`config.mk`:
```
export PLATFORM = sky130hd
export DESIGN_NAME = ssd_scan_mux
export DESIGN_NICKNAME = d
export VERILOG_FILES = /design/src/rtl/ssd_scan_mux.sv
export SDC_FILE = /design/constraint.sdc
export NUM_CORES = 1
export LEC_CHECK = 0
export BUFFER_PORTS_ARGS = -buffer_cell sky130_fd_sc_hd__buf_2
export CORE_MARGIN = 3
export CORE_UTILIZATION = 30
export CTS_BUF_LIST = sky130_fd_sc_hd__clkbuf_4
export DETAILED_ROUTE_END_ITERATION = 8
export PLACE_DENSITY = 0.47
export RECOVER_POWER = 50
export SYNTH_ARGS = -nofsm -noshare
export SYNTH_HDL_FRONTEND = slang
export SYNTH_SLANG_ARGS = --single-unit
```
`constraint.sdc`:
```
create_clock -name clock -period 2.8 [get_ports clock]
set_clock_uncertainty 0.05 [all_clocks]
set_input_delay 0.28 -clock clock [delete_from_list [all_inputs] [get_ports clock]]
set_output_delay 0.28 -clock clock [all_outputs]
set_load 0.02 [all_outputs]
```
`src/rtl/ssd_scan_mux.sv`:
```
// ---------------------------------------------------------------------------
// ssd_scan_mux
//
// Time-multiplexed seven-segment display driver. Scans NUM_DIGITS hex digits.
// Each digit slot lasts CYCLES_PER_DIGIT clocks. The first BLANK_CYCLES of
// every slot keep all anodes off to suppress ghosting. The driver decodes hex
// to active-low segments and drives the decimal points. It supports per-digit
// enables and leading-zero suppression. All inputs are snapshotted once per
// frame, so each frame shows a single coherent value.
//
// Ports:
//   clock         rising-edge system clock
//   reset         synchronous, active-high reset
//   digits_i      packed hex digits, digit k in [4k+3:4k], digit 0 rightmost
//   dp_i          decimal-point request per digit, active-high
//   digit_en_i    per-digit enable, 0 keeps that anode dark for its slot
//   lz_blank_i    1 = suppress leading zeros
//   digit_select  anode drive, active-low (one-cold or all ones)
//   segments      cathodes {g,f,e,d,c,b,a}, active-low
//   dp_out        decimal-point cathode, active-low
//   frame_tick    one-cycle pulse on the last cycle of each frame
// ---------------------------------------------------------------------------
module ssd_scan_mux #(
    parameter int NUM_DIGITS       = 4,
    parameter int CYCLES_PER_DIGIT = 100000,
    parameter int BLANK_CYCLES     = 1000
) (
    input  logic                    clock,
    input  logic                    reset,
    input  logic [4*NUM_DIGITS-1:0] digits_i,
    input  logic [NUM_DIGITS-1:0]   dp_i,
    input  logic [NUM_DIGITS-1:0]   digit_en_i,
    input  logic                    lz_blank_i,
    output logic [NUM_DIGITS-1:0]   digit_select,
    output logic [6:0]              segments,
    output logic                    dp_out,
    output logic                    frame_tick
);

    localparam int CW = (CYCLES_PER_DIGIT > 1) ? $clog2(CYCLES_PER_DIGIT) : 1;
    localparam int IW = (NUM_DIGITS > 1) ? $clog2(NUM_DIGITS) : 1;
    localparam logic [CW-1:0] CNT_MAX = CW'(CYCLES_PER_DIGIT - 1);
    localparam logic [IW-1:0] IDX_MAX = IW'(NUM_DIGITS - 1);

    // Hex to active-low {g,f,e,d,c,b,a}.
    function automatic logic [6:0] decode_hex(input logic [3:0] d);
        logic [6:0] s;
        case (d)
            4'h0:    s = 7'b1000000;
            4'h1:    s = 7'b1111001;
            4'h2:    s = 7'b0100100;
            4'h3:    s = 7'b0110000;
            4'h4:    s = 7'b0011001;
            4'h5:    s = 7'b0010010;
            4'h6:    s = 7'b0000010;
            4'h7:    s = 7'b1111000;
            4'h8:    s = 7'b0000000;
            4'h9:    s = 7'b0010000;
            4'hA:    s = 7'b0001000;
            4'hB:    s = 7'b0000011;
            4'hC:    s = 7'b1000110;
            4'hD:    s = 7'b0100001;
            4'hE:    s = 7'b0000110;
            default: s = 7'b0001110;
        endcase
        return s;
    endfunction

    // Bit k set when digit k (k > 0) and every digit above it are zero.
    // Enables are deliberately ignored: the test is on values only.
    function automatic logic [NUM_DIGITS-1:0] lead_zeros(input logic [4*NUM_DIGITS-1:0] d);
        logic [NUM_DIGITS-1:0] m;
        logic                  all_zero;
        m        = '0;
        all_zero = 1'b1;
        for (int k = NUM_DIGITS - 1; k >= 0; k--) begin
            all_zero = all_zero && (d[4*k +: 4] == 4'h0);
            m[k]     = all_zero && (k != 0);
        end
        return m;
    endfunction

    // Scan state and per-frame snapshot (stage p0).
    logic [CW-1:0]           cnt_p0;
    logic [IW-1:0]           idx_p0;
    logic [4*NUM_DIGITS-1:0] snap_digits_p0;
    logic [NUM_DIGITS-1:0]   snap_dp_p0;
    logic [NUM_DIGITS-1:0]   snap_en_p0;
    logic                    snap_lz_p0;

    // Next-state values. Outputs are derived from these, so the registered
    // outputs line up with the cycle the state registers describe.
    logic [CW-1:0]           cnt_nxt;
    logic [IW-1:0]           idx_nxt;
    logic [4*NUM_DIGITS-1:0] snap_digits_nxt;
    logic [NUM_DIGITS-1:0]   snap_dp_nxt;
    logic [NUM_DIGITS-1:0]   snap_en_nxt;
    logic                    snap_lz_nxt;
    logic                    slot_wrap;
    logic                    frame_end;
    logic                    in_blank;

    logic [3:0]              cur_digit;
    logic                    cur_dp;
    logic                    cur_en;
    logic                    cur_lead;
    logic [NUM_DIGITS-1:0]   lead_mask;

    logic [NUM_DIGITS-1:0]   sel_nxt;
    logic [6:0]              seg_nxt;
    logic                    dp_nxt;
    logic                    tick_nxt;

    always_comb begin
        slot_wrap = (cnt_p0 == CNT_MAX);
        frame_end = slot_wrap && (idx_p0 == IDX_MAX);

        cnt_nxt = slot_wrap ? '0 : cnt_p0 + CW'(1);
        idx_nxt = idx_p0;
        if (slot_wrap) begin
            idx_nxt = (idx_p0 == IDX_MAX) ? '0 : idx_p0 + IW'(1);
        end

        // Inputs only take effect at the frame boundary.
        snap_digits_nxt = frame_end ? digits_i   : snap_digits_p0;
        snap_dp_nxt     = frame_end ? dp_i       : snap_dp_p0;
        snap_en_nxt     = frame_end ? digit_en_i : snap_en_p0;
        snap_lz_nxt     = frame_end ? lz_blank_i : snap_lz_p0;
    end

    // With no blank window the anode hands over directly on the slot edge.
    generate
        if (BLANK_CYCLES == 0) begin : g_no_blank
            assign in_blank = 1'b0;
        end else begin : g_blank
            assign in_blank = (cnt_nxt < CW'(BLANK_CYCLES));
        end
    endgenerate

    always_comb begin
        lead_mask = lead_zeros(snap_digits_nxt);
        cur_digit = 4'h0;
        cur_dp    = 1'b0;
        cur_en    = 1'b0;
        cur_lead  = 1'b0;
        for (int k = 0; k < NUM_DIGITS; k++) begin
            if (idx_nxt == IW'(k)) begin
                cur_digit = snap_digits_nxt[4*k +: 4];
                cur_dp    = snap_dp_nxt[k];
                cur_en    = snap_en_nxt[k];
                cur_lead  = lead_mask[k];
            end
        end

        sel_nxt  = '1;
        seg_nxt  = 7'h7F;
        dp_nxt   = 1'b1;
        tick_nxt = (cnt_nxt == CNT_MAX) && (idx_nxt == IDX_MAX);

        // A disabled digit stays dark for the whole slot.
        if (!in_blank && cur_en) begin
            for (int k = 0; k < NUM_DIGITS; k++) begin
                if (idx_nxt == IW'(k)) begin
                    sel_nxt[k] = 1'b0;
                end
            end
            // A suppressed leading zero keeps its anode and decimal point.
            seg_nxt = (snap_lz_nxt && cur_lead) ? 7'h7F : decode_hex(cur_digit);
            dp_nxt  = ~cur_dp;
        end
    end

    // Register stage: scan state, snapshot and outputs.
    always_ff @(posedge clock) begin
        if (reset) begin
            cnt_p0         <= '0;
            idx_p0         <= '0;
            snap_digits_p0 <= digits_i;
            snap_dp_p0     <= dp_i;
            snap_en_p0     <= digit_en_i;
            snap_lz_p0     <= lz_blank_i;
            digit_select   <= '1;
            segments       <= 7'h7F;
            dp_out         <= 1'b1;
            frame_tick     <= 1'b0;
        end else begin
            cnt_p0         <= cnt_nxt;
            idx_p0         <= idx_nxt;
            snap_digits_p0 <= snap_digits_nxt;
            snap_dp_p0     <= snap_dp_nxt;
            snap_en_p0     <= snap_en_nxt;
            snap_lz_p0     <= snap_lz_nxt;
            digit_select   <= sel_nxt;
            segments       <= seg_nxt;
            dp_out         <= dp_nxt;
            frame_tick     <= tick_nxt;
        end
    end

endmodule

```
# [Word level (Yosys, flattened, before mapping)]
# Memory sizes are Yosys's and may differ from the RTL's. A register that Yosys moved wholly into a read port is not among the register bits.
# Cells that the tools add are included.
# W data, S select, Z words.
[totals] regBits=50 rom_bits=112 n_memories=1
[memory_table] memory="(name not given)" depth=16 width=7 read_ports=1 rd_ports_with_merged_regs=1 wr=0 line_no="48" text="case (d)"
[classes] add_sub_neg=2 n_lt_le_gt_ge=1 eq_ne=6 n_mux=30 n_bitwise=2 n_reduce_logical=13
[ops] operator="$eq A17 B17 Y1 const B" n=2
[ops] operator="$mux W16" n=2
[ops] operator="$mux W4" n=8
[ops] operator="$add A17 B1 Y17 const B" n=1
[ops] operator="$lt A17 B10 Y1 const B" n=1
[ops] operator="$mux W1" n=17
[ops] operator="$mux W17" n=1
[ops] operator="$logic_not A4 Y1" n=3
[ops] operator="$eq A2 B2 Y1 const B" n=3
[ops] operator="$logic_and A1 B1 Y1" n=6
[ops] operator="$mux W2" n=2
[ops] operator="$reduce_or A3 Y1" n=1
[ops] operator="$add A2 B1 Y2 const B" n=1
[ops] operator="$eq A2 B1 Y1 const B" n=1
[ops] operator="$logic_not A2 Y1" n=1
[ops] operator="$not A1 Y1" n=2
[ops] operator="$reduce_or A2 Y1" n=1
[ops] operator="$logic_not A1 Y1" n=1

# [Longest topological paths before layout]
# Gate-level depths: netlist of the first run.
[logic_depth] depth_word=11 ltp_mapped=14

# [Worst setup path before layout of the first run]
# Ideal clock, no wire load.
[synth_timing] path_type="register to register" start="register cnt_p0[0]" end="register segments[3]" setup_ns=0.120 arrival_time_ns=2.617 required_ns=2.630 path_slack_ns=0.014 stages_incl_launch_ff=14 n_path_buf=2 synth_period_minus_slack_ns=2.786 cell_sequence="dfxtp_1 ha_1 buf_2 and4_1 buf_6 nand4_2 mux2i_4 mux2i_1 o21a_1 inv_1 ha_1 nor2_1 a21oi_1 a211o_1"
[synth_between] elab_chain_cells=11 elab_cells_between_ends=34 classes_between="add/sub (1); order compare (1); eq/ne (4); mux (16); bitwise (1); reduce/logical (11)"
[synth_rtl] item="start: declaration" line_no="84" text="logic [CW-1:0] cnt_p0;"
[synth_rtl] item="start signal: assignment" line_no="187" text="cnt_p0 <= cnt_nxt;"
[synth_rtl] item="parallel branches: the longest is 11 deep, another holds $add A17 B1 Y17"
[synth_rtl] item="end: declaration" line_no="35" text="output logic [6:0] segments,"
# Several ways; the timed one is not identified.
# A chain may end at the register's enable or synchronous reset.

# [Worst setup path in the final report of the first run]
# Ends and elaborated chain as after synthesis.

==> summary by stage, run 1 <==
Cells and area
The library cell used most frequently in the layout, excluding fill and tap cells, is dfxtp_1. The net count reported at finish is 404. The repair_antennas step left the layout with diodes totalling 0.

In the final layout, flip-flops and latches occupy 1141 um^2. The finished layout holds 508 standard cells, fillers aside. Compared with the post-synthesis result, the final layout area differs by 18.74%. The multi-input combinational cells in the finished layout cover a total of 1843 um^2. The top cell types in the final layout, fill and taps aside, are dfxtp_1, mux2_2, nor2_1. In the final layout, the share of cells above drive strength 1 is 0.3173. The filler cells instantiated in the layout total 1038.

Setup path
Among all stages on the critical path, the largest delay is contributed by dfxtp_1. The worst flop-to-flop path startpoint is cnt_p0[0]. STA classifies the critical path startpoint as a flip-flop. The worst setup path is captured at a flip-flop. The data arrival time of the critical path is 2.84 ns. The classification of the worst setup path is flip-flop to flip-flop.

Of all nets on the critical path, the largest fanout is 5. Tracing the worst setup path back leads to its startpoint at cnt_p0[0]. The kind of cell adding the most delay to the critical path is compound AO/OA/AOI/OAI gates. The required time at the worst-slack endpoint is 3.07 ns. The signal on the critical path passes through ha_1, and4_1, and4_1, mux2i_4, o211ai_1, o21a_1, buf_4, ha_1, inv_1, a211oi_1, a211o_1. On the worst path, the slowest cell contributes a delay of 0.38 ns.

The number of buffer and inverter instances along the worst setup path is 2.

Detailed routing
The total number of vias is 2501. The average via count per standard cell is 4.923. Dividing the detail-routed wire length by the instance count gives 14.40 um.

The final routed wirelength across all metal layers is 7316 um. The first-pass iteration count of the detailed router is 4. For this block, the initial DRC count from the detailed router was 118. After detailed routing, the number of remaining DRC violations is 0. In this run the remaining antenna-violating nets after routing total 0.

Floorplanning
The horizontal die dimension is 107.7 um. The die is 107.7 um tall. The starting utilization of the core area is 0.3134. The floorplan step defined a die boundary enclosing 11610 um^2. The I/O pin total is 40.

Row generation in the floorplan step produced 36 rows. The core box area is 9910 um^2.

Synthesis
The synthesized flop and latch total is 57. When the netlist entered floorplanning its net count stood at 344. Synthesis produced a netlist whose cell count is 310. The leading register cell type out of synthesis is dfxtp_1. The number of different library cells used by synthesis comes to 54. The number of flops mapped to enable cells by yosys is 0. For this run, the register share of the synthesized area comes to 0.3674. The cell area that synthesis handed to floorplanning was 3105 um^2. Counting flops with an async set or reset pin after synthesis yields a share of 0. The total number of yosys warnings is 0. The synthesized area divided by synthesized cell count is 10.02 um^2.

Timing
For this run, the top clock speed supported by timing is 0.3884 GHz. The relative slew slack is 0.5803. Setup repair after global routing left no endpoint under its margin. The number of pins exceeding their max-slew limit in the final report was 0. Setup violations remaining at the end of the flow were counted as 0.

The final count of hold timing violations is 0. The transition time of the tightest slew-check pin is 0.6295 ns. Of the available clock period, the critical path in the final layout requires 0.9196. After routing, the total negative slack on setup checks comes to 0 ns. The shortest clock period the worst path allows after layout is 2.575 ns.

Global routing
The first global-routing pass estimated 12250 um of wire. The number of global-route vias before repair is 2435. The initial antenna violation count is 0. The overflow left after global routing is 0. The total global-route track usage is 0.1358.

The maximum number of pins on one net before global-route repair is 15.

Clock tree
The post-CTS clock slew at the launch and capture registers of the worst setup and hold paths is 0.11 ns. The H-tree was split into 3 levels. The tree is rooted in a clkbuf_4. The largest buffer count on any clock path is 2. At the later pin of the worst-skew pair, clock insertion delay measures 0.41 ns.

The clock tree from TritonCTS is yes. The tree built by TritonCTS fans out to 57 sinks. Counting the buffers created by CTS gives 9.

Power and ir drop
IR analysis of the VDD net gives a maximum drop of 0.0002123 V. The total power divided by cell area is 458.5 nW/um^2. The analysis attributes to cell leakage a power of 1.375 nW.

Place
At the end of routability-driven placement, the weighted congestion stood at 0.7948. The count of buffers from port buffering is 39. After legalization and detailed placement, the total HPWL measured 5615 um. The post-placement cell count is 491.

Min path
The class of the most critical hold timing path is primary input to flip-flop. The worst min-delay path startpoint is digits_i[4].

Run status
The run finished with clean final reports.

Flow run
Max-cap violations in this run came to 0.
-- stage by stage --
step / setup WS (ns) / hold slack (ns) / total power, mW / cell area [um^2] / utilization
2_1_floorplan: 0.01367 / 0.3745 / 1.038 / 3105 / -
3_3_place_gp: 0.1654 / 0.3966 / 1.101 / 3575 / 0.3607
3_5_place_dp: 0.1860 / 0.4040 / 1.105 / 3575 / 0.3607
4_1_cts: 0.2058 / 0.01328 / 1.720 / 3719 / 0.3753
5_1_grt: 0.03738 / 0.02488 / 1.782 / 3687 / 0.3721
6_report: 0.2251 / 0.03749 / 1.691 / 3687 / 0.3721
-- Yosys cell counts (2+ instances only) --
cell       count  area share
and4bb_2       2      0.0081
nor4_1         6       0.012
xnor2_1        8       0.023
mux4_2         8       0.058
a21o_1         2      0.0048
or2_2          2      0.0040
mux2i_1       12       0.039
a21boi_0       2      0.0048
a22o_1         2      0.0056
nand3_1       14       0.023
clkbuf_1       5      0.0060
o211ai_1       4      0.0097
nor2_1        30       0.036
dfxtp_1       57        0.37
nand2_1       20       0.024
and4_1         4       0.011
o2111ai_1      2      0.0056
a221o_1        2      0.0064
xor2_1         5       0.014
buf_6          2      0.0073
inv_1          7      0.0085
nor3_1         6      0.0097
a211oi_1       3      0.0073
nand2b_1       4      0.0081
a211o_1        4       0.011
a21oi_1        9       0.015
nor2b_1        2      0.0040
mux2i_4        2       0.015
ha_1           7       0.028
o21ai_0        7       0.011
buf_2          9       0.015
nand4_1        4      0.0081
mux2_2        33        0.12
and2_1         3      0.0060
and3_1         2      0.0040
-- state kept, by name, summed over array words and instances (netlist names) --
register / cells
snap_dp_p0: 4
idx_p0: 2
snap_lz_p0: 1
digit_select: 4
dp_out: 1
snap_en_p0: 4
segments: 7
frame_tick: 1
snap_digits_p0: 16
cnt_p0: 17
-- path summary, 6_finish.rpt --
path,endpoint,slack [ns],cells after the start
setup / recovery,segments[3],0.23,11
hold / removal,snap_digits_p0[4],0.04,2
setup reg to reg,segments[3],0.23,11
hold reg to reg,cnt_p0[0],0.42,1
-- report_power, final --
part | internal (mW) | switching, mW
clock network | 0.276 | 0.330
registers | 0.852 | 0.0319
logic | 0.109 | 0.0919
-- final cells by class --
class,instances,area share
inverter,7,0.007126
tap,133,0.04513
clock inverter,6,0.01595
sequential,57,0.3095
multi-input combinational,228,0.4998
timing repair buffer,67,0.1021
clock buffer,10,0.02036
-- timing repair --
| action | in CTS | in global routing |
|---|---|---|
| resized for setup | 0 | 1 |
| setup endpoints to repair | 0 | 1 |
| buffers inserted | 0 | 0 |
| endpoints found under the hold margin | 1 | 0 |
| hold buffers | 1 | 0 |
-- logic make-up (layout without fill, tap and decap cells) --
kind of cell               count (synthesis)  after routing  share of synthesized area
and+or+nand+nor                          106            106                     0.1821
DFF                                       57             57                     0.3674
muxes                                     56             56                     0.2357
xor gates and xnor gates                  13             13                    0.03666
buffers and inverters                     25             90                    0.03989
AOI/OAI and AO/OA                         46             46                     0.1100
adders and majority gates                  7              7                    0.02820
-- routing by layer --
metal / track usage / vias up / wire (um)
met1: 0.1942 / 1163 / 3739
met5: 0 / - / 0
li1: - / 1271 / -
met2: 0.1932 / 54 / 3064
met4: 0.05050 / 0 / 140
met3: 0.03719 / 13 / 370
No activity file was read; power rests on OpenSTA's default activity.
==> inputs of run 2 (changes only) <==
- PLACE_DENSITY: 0.47 -> 0.45
- clock period: 2.8 -> 2.5 ns (I/O delays scaled with it)
==> run 2 against run 1 <==
  * Register-to-register slack got worse by 0.16 ns
  * Via count is 6.8% higher
  * Flip-flop and latch count stayed put
  * Total power rose by 8.8%
  * Clock power fell by 7.1%
  * Critical endpoint is now segments[1]
==> summary by stage, run 2 (synthesized netlist as in run 1, its figures left out) <==
Run status
The flow ran to the end, and the final reports show no timing, DRC or antenna violations.

Detailed routing
In this run the remaining antenna-violating nets after routing total 0. The total DRC errors in the routed layout is 0. After detailed routing, the average wire length per cell comes to 14.69 um.

In the detailed route, the total length drawn on met2 is 3572 um. In this run, the number of DRC markers left after iteration 0 of detailed routing was 85. The routed wire length on met3 is 283 um. Across all layers, the routed design uses 2672 vias. The average via count per standard cell is 4.858. For this block, wires on met1 add up to 4064 um.

After detailed routing, no signal wire sits above met4. After detailed routing, the total wire length is 8082 um. The first detailed-routing pass took 4 iterations.

Global routing
The first global-routing pass estimated 13540 um of wire. The maximum number of pins on one net before global-route repair is 26. The overflow left after global routing is 0. The total global-route track usage is 0.1494. The initial antenna violation count is 1. The number of global-route vias before repair was 2773.

Cells and area
Compared with the post-synthesis result, the final layout area differs by 33.96%. In the final layout, the share of cells above drive strength 1 is 0.4375. The largest registers in the layout are cnt_p0 x17, snap_digits_p0 x16, segments x7. The library cells used most frequently in the layout, excluding fill and tap cells, are buf_4, dfxtp_1, mux2_2. The finished cells cover 4160 um^2.

The net count reported at finish is 445. Leaving out fill and tap cells, the most frequent cell in the layout is buf_4. More flip-flops sit in one register than any other, and that register is cnt_p0. The layout has 986 filler cells.

The register with the most flip-flops in the layout has 17 of them. Measured on the finished design, the core utilization comes to 0.4198.

Setup path
For this run, the slowest stage of the critical path takes 0.36 ns. The worst setup path is launched from a flip-flop. The classification of the worst setup path is flip-flop to flip-flop. The endpoint identified for the worst register-to-register timing path is segments[1]. The required time at the worst-slack endpoint is 2.80 ns.

The worst register-to-register path has a setup slack of 0.06 ns. The startpoint identified for the worst register-to-register timing path is cnt_p0[1]. The worst setup path is captured at a flip-flop.

In this design, the largest share of critical-path delay is due to multiplexers. The cell type of the slowest stage on the worst timing path is dfxtp_2. The number of buffers and inverters on the critical path is 2. In this run the worst path has a maximum fanout of 7. The signal on the critical path passes through ha_4, and4_4, and4_4, mux2i_4, buf_4, mux2_4, buf_4, a211oi_1, a211o_1. Data arrives at the worst endpoint at 2.74 ns. Counting cells, the worst reg-to-reg path comes to 9.

Timing
The transition time of the tightest slew-check pin is 0.5188 ns. The final count of hold timing violations is 0. The final worst-path setup slack is 0.06298 ns. The upper clock frequency limit is 0.4103 GHz.

Dividing the final minimum period by the clock period gives 0.9748. Headroom to the max-slew limit came out at 0.6541. Setup repair after global routing could not meet its margin everywhere. The number of setup violations in the final report is 0.

The shortest clock period the worst path allows after layout is 2.437 ns. The number of pins exceeding their max-slew limit in the final report was 0.

Clock tree
In this run, CTS created clock tree buffers numbering 9. The root buffer cell chosen for the clock tree is clkbuf_4. The clock latency reported for the late side of the worst-skew pair is 0.40 ns.

TritonCTS built the clock tree. The H-tree was split into 3 levels. The largest buffer count on any clock path is 2. Clock-pin slew was measured on the worst setup and hold paths at 0.10 ns. Clock tree synthesis found a total of 57 sinks.

Power and ir drop
For this design the ratio of total power to cell area is 442.1 nW/um^2. VDD sags by at most 0.0002265 V. The power consumption is 1.839 mW.

The static leakage power is 1.602 nW.

Floorplanning
The die covers 11610 um^2. The die is 107.7 um wide. The chip height is 107.7 um.

The number of placement rows is 36. The I/O pin total is 40. For this configuration, the core starts out at a cell density of 0.3134. The core box area is 9910 um^2.

Place
The placement-stage cell area is 3834 um^2. The congestion estimate from routability-driven global placement came to 0.8115. The detailed placement HPWL is 6076 um. OpenSTA, run right after detailed placement, puts the worst setup slack at -0.1496 ns.

In this run the tool buffered the top-level ports with 39 buffer cells.

Min path
The class of the most critical hold timing path is primary input to flip-flop. The worst min-delay path startpoint is digits_i[6]. The path with the worst hold slack has its endpoint at snap_digits_p0[6].

The cell depth of the worst hold path is 2.

Flow run
Max-cap violations in this run came to 0.
## run 2: changes by cell type in the layout (fill, tap and decap cells not counted), sizes merged
cell	before	now
dlygate4sd3	1	6
clkinv	3	5
bufinv	1	0
clkinvlp	2	0
diode	0	1
buf	49	86
## run 2: how the worst max path moves through the flow
stage                     depth (start not counted)      start     endpoint
final                                             9  cnt_p0[1]  segments[1]
after global routing                             10  idx_p0[0]  segments[3]
after CTS                                         9  idx_p0[0]  segments[2]
after detailed placement                          8  cnt_p0[1]  segments[3]
after global placement                            8  cnt_p0[1]  segments[3]
after floorplan                                  13  cnt_p0[0]  segments[3]
## run 2: area by class of cell
| class | instances | area, um^2 | area share |
|---|---|---|---|
| antenna | 1 | 2.502 | 0.0006015 |
| clock buffer | 11 | 82.58 | 0.01985 |
| clock inverter | 5 | 22.52 | 0.005414 |
| inverter | 7 | 28.78 | 0.006917 |
| multi-input combinational | 228 | 1987 | 0.4776 |
| sequential | 57 | 1146 | 0.2755 |
| tap | 133 | 166.4 | 0.04000 |
| timing repair buffer | 108 | 724.4 | 0.1741 |
## run 2: worst register-to-register path, cell delays in order (launching register included)
cell and delay, ns:
dfxtp_2 0.36, ha_4 0.13, and4_4 0.26, and4_4 0.25, mux2i_4 0.32, buf_4 0.18
mux2_4 0.35, buf_4 0.15, a211oi_1 0.21, a211o_1 0.14
## run 2: metal layers
layer,track usage,up-vias
met5,0,-
met4,0.06222,0
met3,0.03419,10
met2,0.2305,49
met1,0.2003,1269
li1,-,1344
## run 2: what timing repair did
action | in CTS | in global routing
endpoints found under the setup margin | 7 | 10
setup buffers | 3 | 4
resized for setup | 6 | 27
endpoints found under the hold margin | 2 | 4
hold buffers | 2 | 4
pin swaps | 0 | 4
## run 2: power by group
group	internal, mW	switching, mW	total [mW]
clock	0.216	0.347	0.563
combinational	0.159	0.126	0.285
sequential	0.955	0.0366	0.992
## run 2: through the flow
stage | hold slack (ns) | std cells | TNS, ns
3_5_place_dp | 0.4171 | 520 | -0.7873
3_3_place_gp | 0.4094 | 520 | -0.4646
6_report | 0.03149 | 550 | 0
5_1_grt | 0.0008584 | 550 | -0.3655
4_1_cts | 0.002320 | 541 | 0
2_1_floorplan | 0.3445 | 310 | -0.3562
